File: src/rtl/collision_scorer.sv
// Collision and scoring engine: per-pipe hit/pass detection, score, lives,
// high score and a four-state game FSM behind a one-cycle detection stage.
module collision_scorer #(
    parameter int NUM_PIPES    = 4,
    parameter int COORD_W      = 10,
    parameter int SCORE_W      = 8,
    parameter int LIVES        = 3,
    parameter int MARGIN       = 2,
    parameter int FLOOR_Y      = 470,
    parameter int GRACE_CYCLES = 16
) (
    input  logic                         Clk,
    input  logic                         reset_n,
    input  logic                         Start,
    input  logic                         Ack,
    input  logic [COORD_W-1:0]           Bird_X_L,
    input  logic [COORD_W-1:0]           Bird_X_R,
    input  logic [COORD_W-1:0]           Bird_Y_T,
    input  logic [COORD_W-1:0]           Bird_Y_B,
    input  logic [NUM_PIPES-1:0]         Pipe_Valid,
    input  logic [NUM_PIPES*COORD_W-1:0] Pipe_X_L,
    input  logic [NUM_PIPES*COORD_W-1:0] Pipe_X_R,
    input  logic [NUM_PIPES*COORD_W-1:0] Gap_Top,
    input  logic [NUM_PIPES*COORD_W-1:0] Gap_Bot,
    output logic                         Q_Initial,
    output logic                         Q_Check,
    output logic                         Q_Hit,
    output logic                         Q_Over,
    output logic [SCORE_W-1:0]           Score,
    output logic [SCORE_W-1:0]           High_Score,
    output logic [2:0]                   Lives,
    output logic [2:0]                   Hit_Index,
    output logic                         Score_Pulse
);

    localparam int CW1   = COORD_W + 1;
    localparam int GW    = (GRACE_CYCLES > 0) ? $clog2(GRACE_CYCLES + 1) : 1;
    localparam int CNT_W = 4;

    localparam logic [CW1-1:0]     MG      = CW1'(MARGIN);
    localparam logic [CW1-1:0]     FLOOR_L = CW1'(FLOOR_Y);
    localparam logic [SCORE_W-1:0] SMAX    = '1;

    typedef enum logic [3:0] {
        S_INIT  = 4'b0001,
        S_CHECK = 4'b0010,
        S_HIT   = 4'b0100,
        S_OVER  = 4'b1000
    } state_t;

    state_t               state_q, state_d;
    logic [NUM_PIPES-1:0] hit_vec_q, hit_vec_d;
    logic [NUM_PIPES-1:0] pass_vec_q, pass_vec_d;
    logic [NUM_PIPES-1:0] passed_q, passed_d;
    logic                 floor_hit_q, floor_hit_d;
    logic [GW-1:0]        grace_q, grace_d;
    logic [SCORE_W-1:0]   score_q, score_d;
    logic [SCORE_W-1:0]   high_q, high_d;
    logic [2:0]           lives_q, lives_d;
    logic [2:0]           hit_index_q, hit_index_d;
    logic                 pulse_q, pulse_d;

    logic [CW1-1:0]       bxl, bxr, byt, byb;
    logic [NUM_PIPES-1:0] hit_raw, beyond;
    logic                 start_go;
    logic                 hit;
    logic [CNT_W-1:0]     pass_cnt;
    logic [2:0]           hit_idx;
    logic [SCORE_W:0]     sum;

    assign bxl = {1'b0, Bird_X_L};
    assign bxr = {1'b0, Bird_X_R};
    assign byt = {1'b0, Bird_Y_T};
    assign byb = {1'b0, Bird_Y_B};

    for (genvar g = 0; g < NUM_PIPES; g++) begin : g_slot
        logic [CW1-1:0] xl, xr, gt, gb;
        assign xl = {1'b0, Pipe_X_L[g*COORD_W +: COORD_W]};
        assign xr = {1'b0, Pipe_X_R[g*COORD_W +: COORD_W]};
        assign gt = {1'b0, Gap_Top[g*COORD_W +: COORD_W]};
        assign gb = {1'b0, Gap_Bot[g*COORD_W +: COORD_W]};
        assign hit_raw[g] = Pipe_Valid[g]
                          & (bxr > xl + MG)
                          & (bxl + MG < xr)
                          & ((byt + MG < gt) | (byb > gb + MG));
        assign beyond[g]  = Pipe_Valid[g] & (xr < bxl);
    end

    assign start_go = (state_q == S_INIT) & Start;

    // A game start forgets earlier passes, so a pipe already behind the bird counts once
    always_comb begin
        hit_vec_d   = hit_raw;
        floor_hit_d = (byb >= FLOOR_L);
        passed_d    = beyond;
        pass_vec_d  = beyond & ~(start_go ? '0 : passed_q);
    end

    always_comb begin
        pass_cnt = '0;
        for (int i = 0; i < NUM_PIPES; i++) begin
            pass_cnt = pass_cnt + CNT_W'(pass_vec_q[i]);
        end
    end

    always_comb begin
        hit_idx = 3'd7;
        for (int i = NUM_PIPES - 1; i >= 0; i--) begin
            if (hit_vec_q[i]) hit_idx = 3'(i);
        end
    end

    assign hit = ((|hit_vec_q) | floor_hit_q) & (grace_q == '0);
    assign sum = {1'b0, score_q} + (SCORE_W+1)'(pass_cnt);

    always_comb begin
        state_d     = state_q;
        score_d     = score_q;
        high_d      = high_q;
        lives_d     = lives_q;
        hit_index_d = hit_index_q;
        grace_d     = grace_q;
        pulse_d     = 1'b0;
        case (state_q)
            S_INIT: begin
                if (Start) begin
                    state_d = S_CHECK;
                    score_d = '0;
                    lives_d = 3'(LIVES);
                    grace_d = '0;
                end
            end
            S_CHECK: begin
                if (grace_q != '0) grace_d = grace_q - GW'(1);
                if (hit) begin
                    lives_d     = lives_q - 3'd1;
                    hit_index_d = hit_idx;
                    if (lives_q <= 3'd1) begin
                        state_d = S_OVER;
                        high_d  = (score_q > high_q) ? score_q : high_q;
                    end else begin
                        state_d = S_HIT;
                    end
                end else begin
                    score_d = sum[SCORE_W] ? SMAX : sum[SCORE_W-1:0];
                    pulse_d = (pass_cnt != '0);
                end
            end
            S_HIT: begin
                if (Ack) begin
                    state_d = S_CHECK;
                    grace_d = GW'(GRACE_CYCLES);
                end
            end
            S_OVER: begin
                if (Ack) state_d = S_INIT;
            end
            default: state_d = S_INIT;
        endcase
    end

    always_ff @(posedge Clk or negedge reset_n) begin
        if (!reset_n) begin
            state_q     <= S_INIT;
            hit_vec_q   <= '0;
            pass_vec_q  <= '0;
            passed_q    <= '0;
            floor_hit_q <= 1'b0;
            grace_q     <= '0;
            score_q     <= '0;
            high_q      <= '0;
            lives_q     <= 3'(LIVES);
            hit_index_q <= '0;
            pulse_q     <= 1'b0;
        end else begin
            state_q     <= state_d;
            hit_vec_q   <= hit_vec_d;
            pass_vec_q  <= pass_vec_d;
            passed_q    <= passed_d;
            floor_hit_q <= floor_hit_d;
            grace_q     <= grace_d;
            score_q     <= score_d;
            high_q      <= high_d;
            lives_q     <= lives_d;
            hit_index_q <= hit_index_d;
            pulse_q     <= pulse_d;
        end
    end

    assign Q_Initial   = state_q[0];
    assign Q_Check     = state_q[1];
    assign Q_Hit       = state_q[2];
    assign Q_Over      = state_q[3];
    assign Score       = score_q;
    assign High_Score  = high_q;
    assign Lives       = lives_q;
    assign Hit_Index   = hit_index_q;
    assign Score_Pulse = pulse_q;

endmodule

File: config.mk
export PLATFORM = sky130hd
export DESIGN_NAME = collision_scorer
export DESIGN_NICKNAME = d
export VERILOG_FILES = /design/src/rtl/collision_scorer.sv
export SDC_FILE = /design/constraint.sdc
export NUM_CORES = 1
export LEC_CHECK = 0
export BUFFER_PORTS_ARGS = -buffer_cell sky130_fd_sc_hd__buf_2
export CAP_MARGIN = 5
export CORE_UTILIZATION = 49
export CTS_CLUSTER_SIZE = 8
export DETAILED_ROUTE_END_ITERATION = 6
export PLACE_DENSITY_LB_ADDON = 0.3
export SETUP_SLACK_MARGIN = 0.2
export SYNTH_ARGS = -nofsm -noshare
export SYNTH_HDL_FRONTEND = slang
export SYNTH_SLANG_ARGS = --single-unit
File: constraint.sdc
create_clock -name Clk -period 2.53 [get_ports Clk]
set_input_delay 0.253 -clock Clk [delete_from_list [all_inputs] [get_ports Clk]]
set_output_delay 0.253 -clock Clk [all_outputs]
set_load 0.1 [all_outputs]
==> key figures, run 1 <==
Timing
  – Fin. max-slew vios: 0
  – Post-route setup TNS: -0.112 ns
  – Period utilisation layout: 101%
  – Slew margin rel.: 37.4%
  – Clock skew: 0.00657 ns
  – Final worst slack: -0.0360 ns
  – Maximum operating frequency: 390 MHz
  – Slew @ Worst Pin: 0.931 ns
  – Endpoints failing setup: 6
  – Fin crit period: 2.57 ns
  – RSZ-0062 raised after global routing: yes
  – Final hold vios: 0

Synthesis
  – Synth Instances: 972
  – Synth top cells by count: ha_1 (215), inv_1 (121), nand3_1 (73)
  – Post-Synth XOR/XNOR Area: 8.14%
  – Seq/Total Area, Yosys: 14.0%
  – Most used flip-flop cell after synthesis: dfrtp_1
  – Mux contribution to synthesized area: 1.43%
  – Post-synth ARST share: 100%
  – Adder-cell share of the synthesized area: 33.9%
  – Distinct cells, synth: 64
  – Most common cell in the netlist: ha_1
  – Synth top area cells: ha_1 (33%), dfrtp_1 (13%), inv_1 (5.6%)
  – Simple-Gate Fraction of Synth Area: 18.4%
  – Mapped cell area: 8070 sq um
  – Largest area contributor in the netlist: ha_1
  – Synth Register Bits: 45
  – Compound-Gate Fraction of Synth Area: 18.3%
  – Synthesis Warnings: 0
  – Synthesized Nets: 1,397
  – Post-synth EDFFs: 0
  – Yosys top cell area share: 33.4%
  – Syn_area_per_cell: 8.30 sq um
  – Main combinational cell family by area after synthesis: adder cells

Job
  – Max_cap viols: 0

Floorplanning
  – Die area: 17,000 sq um
  – Row count: 46
  – # IOs: 235
  – Die Y: 130 um
  – Core region area: 16,000 sq um
  – Die width: 130 um
  – Starting density of the core: 50.4%

Setup path
  – Critical Path Source: pass_vec_q[3]
  – Arr. time, crit path: 2.78 ns
  – Worst EP required: 2.74 ns
  – CP Max Fanout: 5
  – WS Path Type: flop to flop
  – Worst Setup Start Kind: flop
  – Critical Path Sink Type: flop
  – Reg-to-Reg Start: pass_vec_q[3]
  – Worst r2r path cells: 9

Routing
  – Initial DRC count: 324
  – Vias post-DR: 7,961
  – Drt first pass iters: 5
  – Post-route DRC: 0
  – Vias per cell: 5.47
  – Post-DRT Antenna Nets: 0
  – WL final: 21,300 um
  – Per-cell routed wire length: 14.6 um

Power
  – Lkg Pwr: 5.35 nW
  – Max VDD drop: 0.000804 V
  – P per Cell Area: 446 nW/um^2

Final layout
  – FILL cells: 1,474
  – Area Growth Syn to Fin: 24.2%
  – Share of cells above drive strength 1: 26.0%
  – Post-route cell area: 10,000 sq um
  – Fin nets: 1,662

GRT
  – GRT Total Usage: 25.1%
  – Global-route wire length before repair: 34,100 um
  – Largest net degree at the start of global routing: 25
  – Vias in the first global route: 7,486
  – Grt ovf: 0
  – Initial antenna violation count: 1

Clock network
  – Root buf cell: clkbuf_16
  – H-tree depth: 2
  – TritonCTS Sinks: 45
  – Bufs on Longest Clock Path: 2
  – CTS tree: done
  – Clock transition at the registers of the reported paths: 0.06 ns
  – Cts bufs inserted: 5
  – Worst skew pair latency: 0.29 ns

Status
  – Outcome: finished, violations left
  – Violated checks: negative setup slack

Placed design
  – Area post-placement: 9740 sq um
  – Placer Congestion: 0.916
  – DP HPWL: 18,600 um
  – Buffers on Ports: 234

Min path
  – Worst hold-check path type: primary input to flop
  – HP Start: Ack
  – Worst hold path stage count: 2
==> stage by stage <==
step                power, mW  setup WS, ns  hold slack (ns)  instances  util, %
floorplan                2.82        0.0537          -0.0426        972        -
global placement         3.53       -0.0310            0.231       1443     60.9
detailed placement       3.59       -0.0426            0.239       1443     60.9
CTS                      4.48      -0.00615            0.246       1453     62.2
global route             4.83        -0.106            0.253       1454     62.6
finish                   4.47       -0.0360            0.247       1455     62.6
==> layout make-up <==
cell class	count	area (sq um)	share of cell area [%]
inverters	121	454	4.53
repair buffers	261	1390	13.9
clock inverters	3	68.8	0.687
well taps	216	270	2.70
clock buffers	5	125	1.25
multi-input cells	803	6560	65.5
flip-flops and latches	45	1150	11.5
diodes	1	2.50	0.0250
==> registers in the layout (all words and copies together) (netlist names) <==
signal / flops
High_Score: 8
Hit_Index: 3
Lives: 3
Score: 8
Score_Pulse: 1
floor_hit_q: 1
grace_q: 5
hit_vec_q: 4
pass_vec_q: 4
passed_q: 4
state_q: 4
==> cell usage in the layout, fill, tap and decap left out, drive strengths merged, types with 28 or more instances in the layout <==
cell	synthesis	layout
buf	2	260
o21ai	47	47
nor2	32	32
nand3	73	73
a21o	28	28
a21oi	71	71
inv	121	122
dfrtp	42	42
xor2	51	51
ha	215	215
nand2	50	50
nand4	29	29
==> worst max-delay path, cell delays in order (launching register included) <==
cell      delay (ns)
dfrtp_1         0.38
fa_1            0.52
ha_4            0.19
ha_4            0.27
inv_2           0.04
fa_2            0.34
nor2b_1         0.13
o21a_2          0.22
a21boi_1        0.19
a22o_1          0.21
==> per-layer routing <==
metal	routed length (um)	track usage, %
met5	0	0
met4	449	6.29
met3	1030	3.40
met2	10200	45.7
met1	9590	30.8
==> report_power, final <==
part,internal [mW],switching (mW)
Sequential,0.855,0.135
Clock,0.570,0.290
Combinational,0.967,1.65
==> what timing repair did <==
item	CTS	global route
gates resized for setup	1	9
setup endpoints to repair	8	18
hold buffers	1	0
setup buffers	1	1
pin swaps	7	4
endpoints found under the hold margin	19	0
==> kinds of logic after synthesis <==
group | Yosys count
adders and majority gates | 217
buffers and inverters | 124
AOI/OAI and AO/OA | 226
muxes | 8
xor gates and xnor gates | 75
DFF | 45
and+or+nand+nor | 277
==> worst paths after layout <==
kind	end	slack (ns)
min in group asynchronous	High_Score[2]	0.45
worst max-delay path	Score[4]	-0.04
worst min register to register	pass_vec_q[3]	0.43
worst min-delay path	state_q[2]	0.25
worst max register to register	Score[4]	-0.04
max in group asynchronous	state_q[0]	1.34
No activity file was read; power rests on OpenSTA's default activity.
==> run 2: changes to the inputs <==
--- a/config.mk
+++ b/config.mk
@@ -11,6 +11,7 @@
 export CTS_CLUSTER_SIZE = 8
 export DETAILED_ROUTE_END_ITERATION = 6
 export PLACE_DENSITY_LB_ADDON = 0.3
+export REMOVE_ABC_BUFFERS = 1
 export SETUP_SLACK_MARGIN = 0.2
 export SYNTH_ARGS = -nofsm -noshare
 export SYNTH_HDL_FRONTEND = slang
==> key figures, run 2 (synthesis gave the netlist of run 1 again) <==
Status
  – Outcome: finished, violations left
  – Violated checks: negative setup slack

Final layout
  – Fin nets: 1,665 (+0.18%)
  – Area occupied by multi-input gates: 6620 sq um (+0.93%)
  – Sequential cell area: 1130 sq um (-1.6%)
  – Most common cell after layout, fill and taps aside: buf_2
  – Non-filler instance count after layout: 1,457 (+0.14%)
  – FILL cells: 1,458 (-1.1%)
  – Share of cells above drive strength 1: 25.4% (-0.63 points)
  – Most frequent cells in the layout: buf_2 (234), ha_1 (211), inv_1 (119)
  – Area Growth Syn to Fin: 24.6%
  – N_diodes: 0 (-1)

Power
  – Clock Power Share: 17.6% (-1.6 points)
  – Switching share of power: 47.3% (+0.81 points)
  – Power share of the combinational group: 60.1% (+1.5 points)
  – Sw power: 2.08 mW (+0.12%)
  – P per Cell Area: 437 nW/um^2 (-1.9%)
  – Lkg Pwr: 5.39 nW (+0.80%)
  – Max VDD drop: 0.000446 V (-44%)
  – Reg power frac: 22.4% (+0.2 points)
  – Total internal power: 2.32 mW (-3.1%)

GRT
  – Grt ovf: 0 (unchanged)
  – Largest net degree at the start of global routing: 25 (unchanged)
  – GRT Total Usage: 25.0% (-0.037 points)
  – Initial antenna violation count: 1 (unchanged)
  – Vias in the first global route: 7,511 (+0.33%)
  – Global-route wire length before repair: 34,100 um (about the same)

Timing
  – Fin crit period: 2.58 ns (+0.0121 ns)
  – Hold slack final: 0.228 ns (-0.0191 ns)
  – Post-route setup TNS: -0.109 ns (+0.00324 ns)
  – Final hold vios: 0 (unchanged)
  – Final worst slack: -0.0481 ns (-0.0121 ns)
  – Slew @ Worst Pin: 0.538 ns (-0.393 ns)
  – Slew margin rel.: 64.1% (+27 points)
  – Clock skew: 0.00334 ns (-0.00323 ns)
  – RSZ-0062 raised after global routing: yes
  – Endpoints failing setup: 5 (-1)
  – Period utilisation layout: 102% (+0.48 points)
  – Fin. max-slew vios: 0 (unchanged)
  – Maximum operating frequency: 388 MHz (-0.47%)

Routing
  – Post-DRT Antenna Nets: 0 (unchanged)
  – Initial DRC count: 374 (+15%)
  – WL final: 21,200 um (-0.68%)
  – Vias post-DR: 7,986 (+0.31%)
  – Post-route DRC: 0 (unchanged)
  – Drt first pass iters: 5 (unchanged)
  – Vias per cell: 5.48 (+0.18%)
  – Per-cell routed wire length: 14.5 um (-0.81%)

Floorplanning
  – # IOs: 235 (unchanged)
  – Die width: 130 um (unchanged)
  – Starting density of the core: 50.4% (unchanged)
  – Core region area: 16,000 sq um (unchanged)
  – Die area: 17,000 sq um (unchanged)
  – Die Y: 130 um (unchanged)
  – Row count: 46 (unchanged)

Clock network
  – H-tree depth: 2 (unchanged)
  – Cts bufs inserted: 5 (unchanged)
  – TritonCTS Sinks: 45 (unchanged)
  – Bufs on Longest Clock Path: 2 (unchanged)
  – Worst skew pair latency: 0.29 ns (about the same)
  – Root buf cell: clkbuf_16
  – CTS tree: done
  – Clock transition at the registers of the reported paths: 0.06 ns (about the same)

Setup path
  – CP Max Fanout: 5 (unchanged)
  – WS Path Type: flop to flop
  – Critical Path Sink Type: flop
  – Worst Setup Start Kind: flop
  – Worst EP required: 2.75 ns (about the same)
  – Arr. time, crit path: 2.80 ns (+0.02 ns)

Placed design
  – Inst Count DP: 1,448 (+0.35%)
  – Placer Congestion: 0.885 (-3.4%)
  – DP HPWL: 18,400 um (-1.1%)
  – Buffers on Ports: 234 (unchanged)

Min path
  – Worst hold-check path type: primary input to flop

Job
  – Max_cap viols: 0 (unchanged)
-- run 2: path summary, 6_finish.rpt --
check / start / end / slack [ns] / depth (start not counted)
max: pass_vec_q[0] / Score[3] / -0.05 / 10
max in group asynchronous: reset_n / grace_q[0] / 1.36 / 3
min reg2reg: passed_q[1] / pass_vec_q[1] / 0.43 / 1
min in group asynchronous: reset_n / High_Score[1] / 0.48 / 2
min: Ack / state_q[2] / 0.23 / 2
max reg2reg: pass_vec_q[0] / Score[3] / -0.05 / 10
-- run 2: metrics by stage --
| step | util [%] | setup slack (ns) | total power, mW | cell area [sq um] |
|---|---|---|---|---|
| 3_3_place_gp | 60.6 | -0.117 | 3.46 | 9700 |
| 6_report | 62.8 | -0.0481 | 4.40 | 10100 |
| 4_1_cts | 62.2 | -0.0212 | 4.37 | 9960 |
| 2_1_floorplan | - | -0.192 | 2.75 | 8040 |
| 5_1_grt | 62.8 | -0.142 | 4.75 | 10100 |
| 3_5_place_dp | 60.6 | -0.169 | 3.52 | 9700 |
-- run 2: area by class of cell --
class | instances | area share, %
clock buffer | 6 | 1.38
sequential | 45 | 11.2
tap | 216 | 2.69
clock inverter | 2 | 0.373
inverter | 121 | 4.52
timing repair buffer | 264 | 13.9
multi-input combinational | 803 | 65.9
-- run 2: power groups by stage --
stage | registers (mW) | clock network [mW] | logic, mW
6_report | 0.983 | 0.773 | 2.64
5_1_grt | 1.00 | 0.816 | 2.93
4_1_cts | 0.978 | 0.789 | 2.60
3_5_place_dp | 0.985 | 0 | 2.54
3_3_place_gp | 0.981 | 0 | 2.48
2_1_floorplan | 1.46 | 0 | 1.29
-- run 2: routing by layer --
layer | GRT usage [%] | vias to the layer above | share of wire (%)
li1 | - | 4096 | -
met1 | 31.3 | 3641 | 45
met2 | 44.8 | 216 | 48
met3 | 3.61 | 31 | 5.1
met4 | 6.36 | 2 | 1.7
met5 | 0 | - | 0.061
-- run 2: repair_timing --
| action | in CTS | in global routing |
|---|---|---|
| hold buffers | 1 | 0 |
| endpoints found under the hold margin | 20 | 0 |
| setup endpoints to repair | 9 | 18 |
| buffers inserted | 0 | 0 |
| pin swaps | 13 | 8 |
| gates resized for setup | 17 | 20 |
-- run 2: critical path: stages (launching register included) --
cell and delay (ns):
dfrtp_1 0.38, fa_1 0.52, ha_4 0.19, ha_4 0.29, inv_2 0.04, fa_2 0.33, nor2b_1 0.12, o21a_2 0.18
nand3_2 0.16, o21ai_0 0.13, a22o_1 0.16
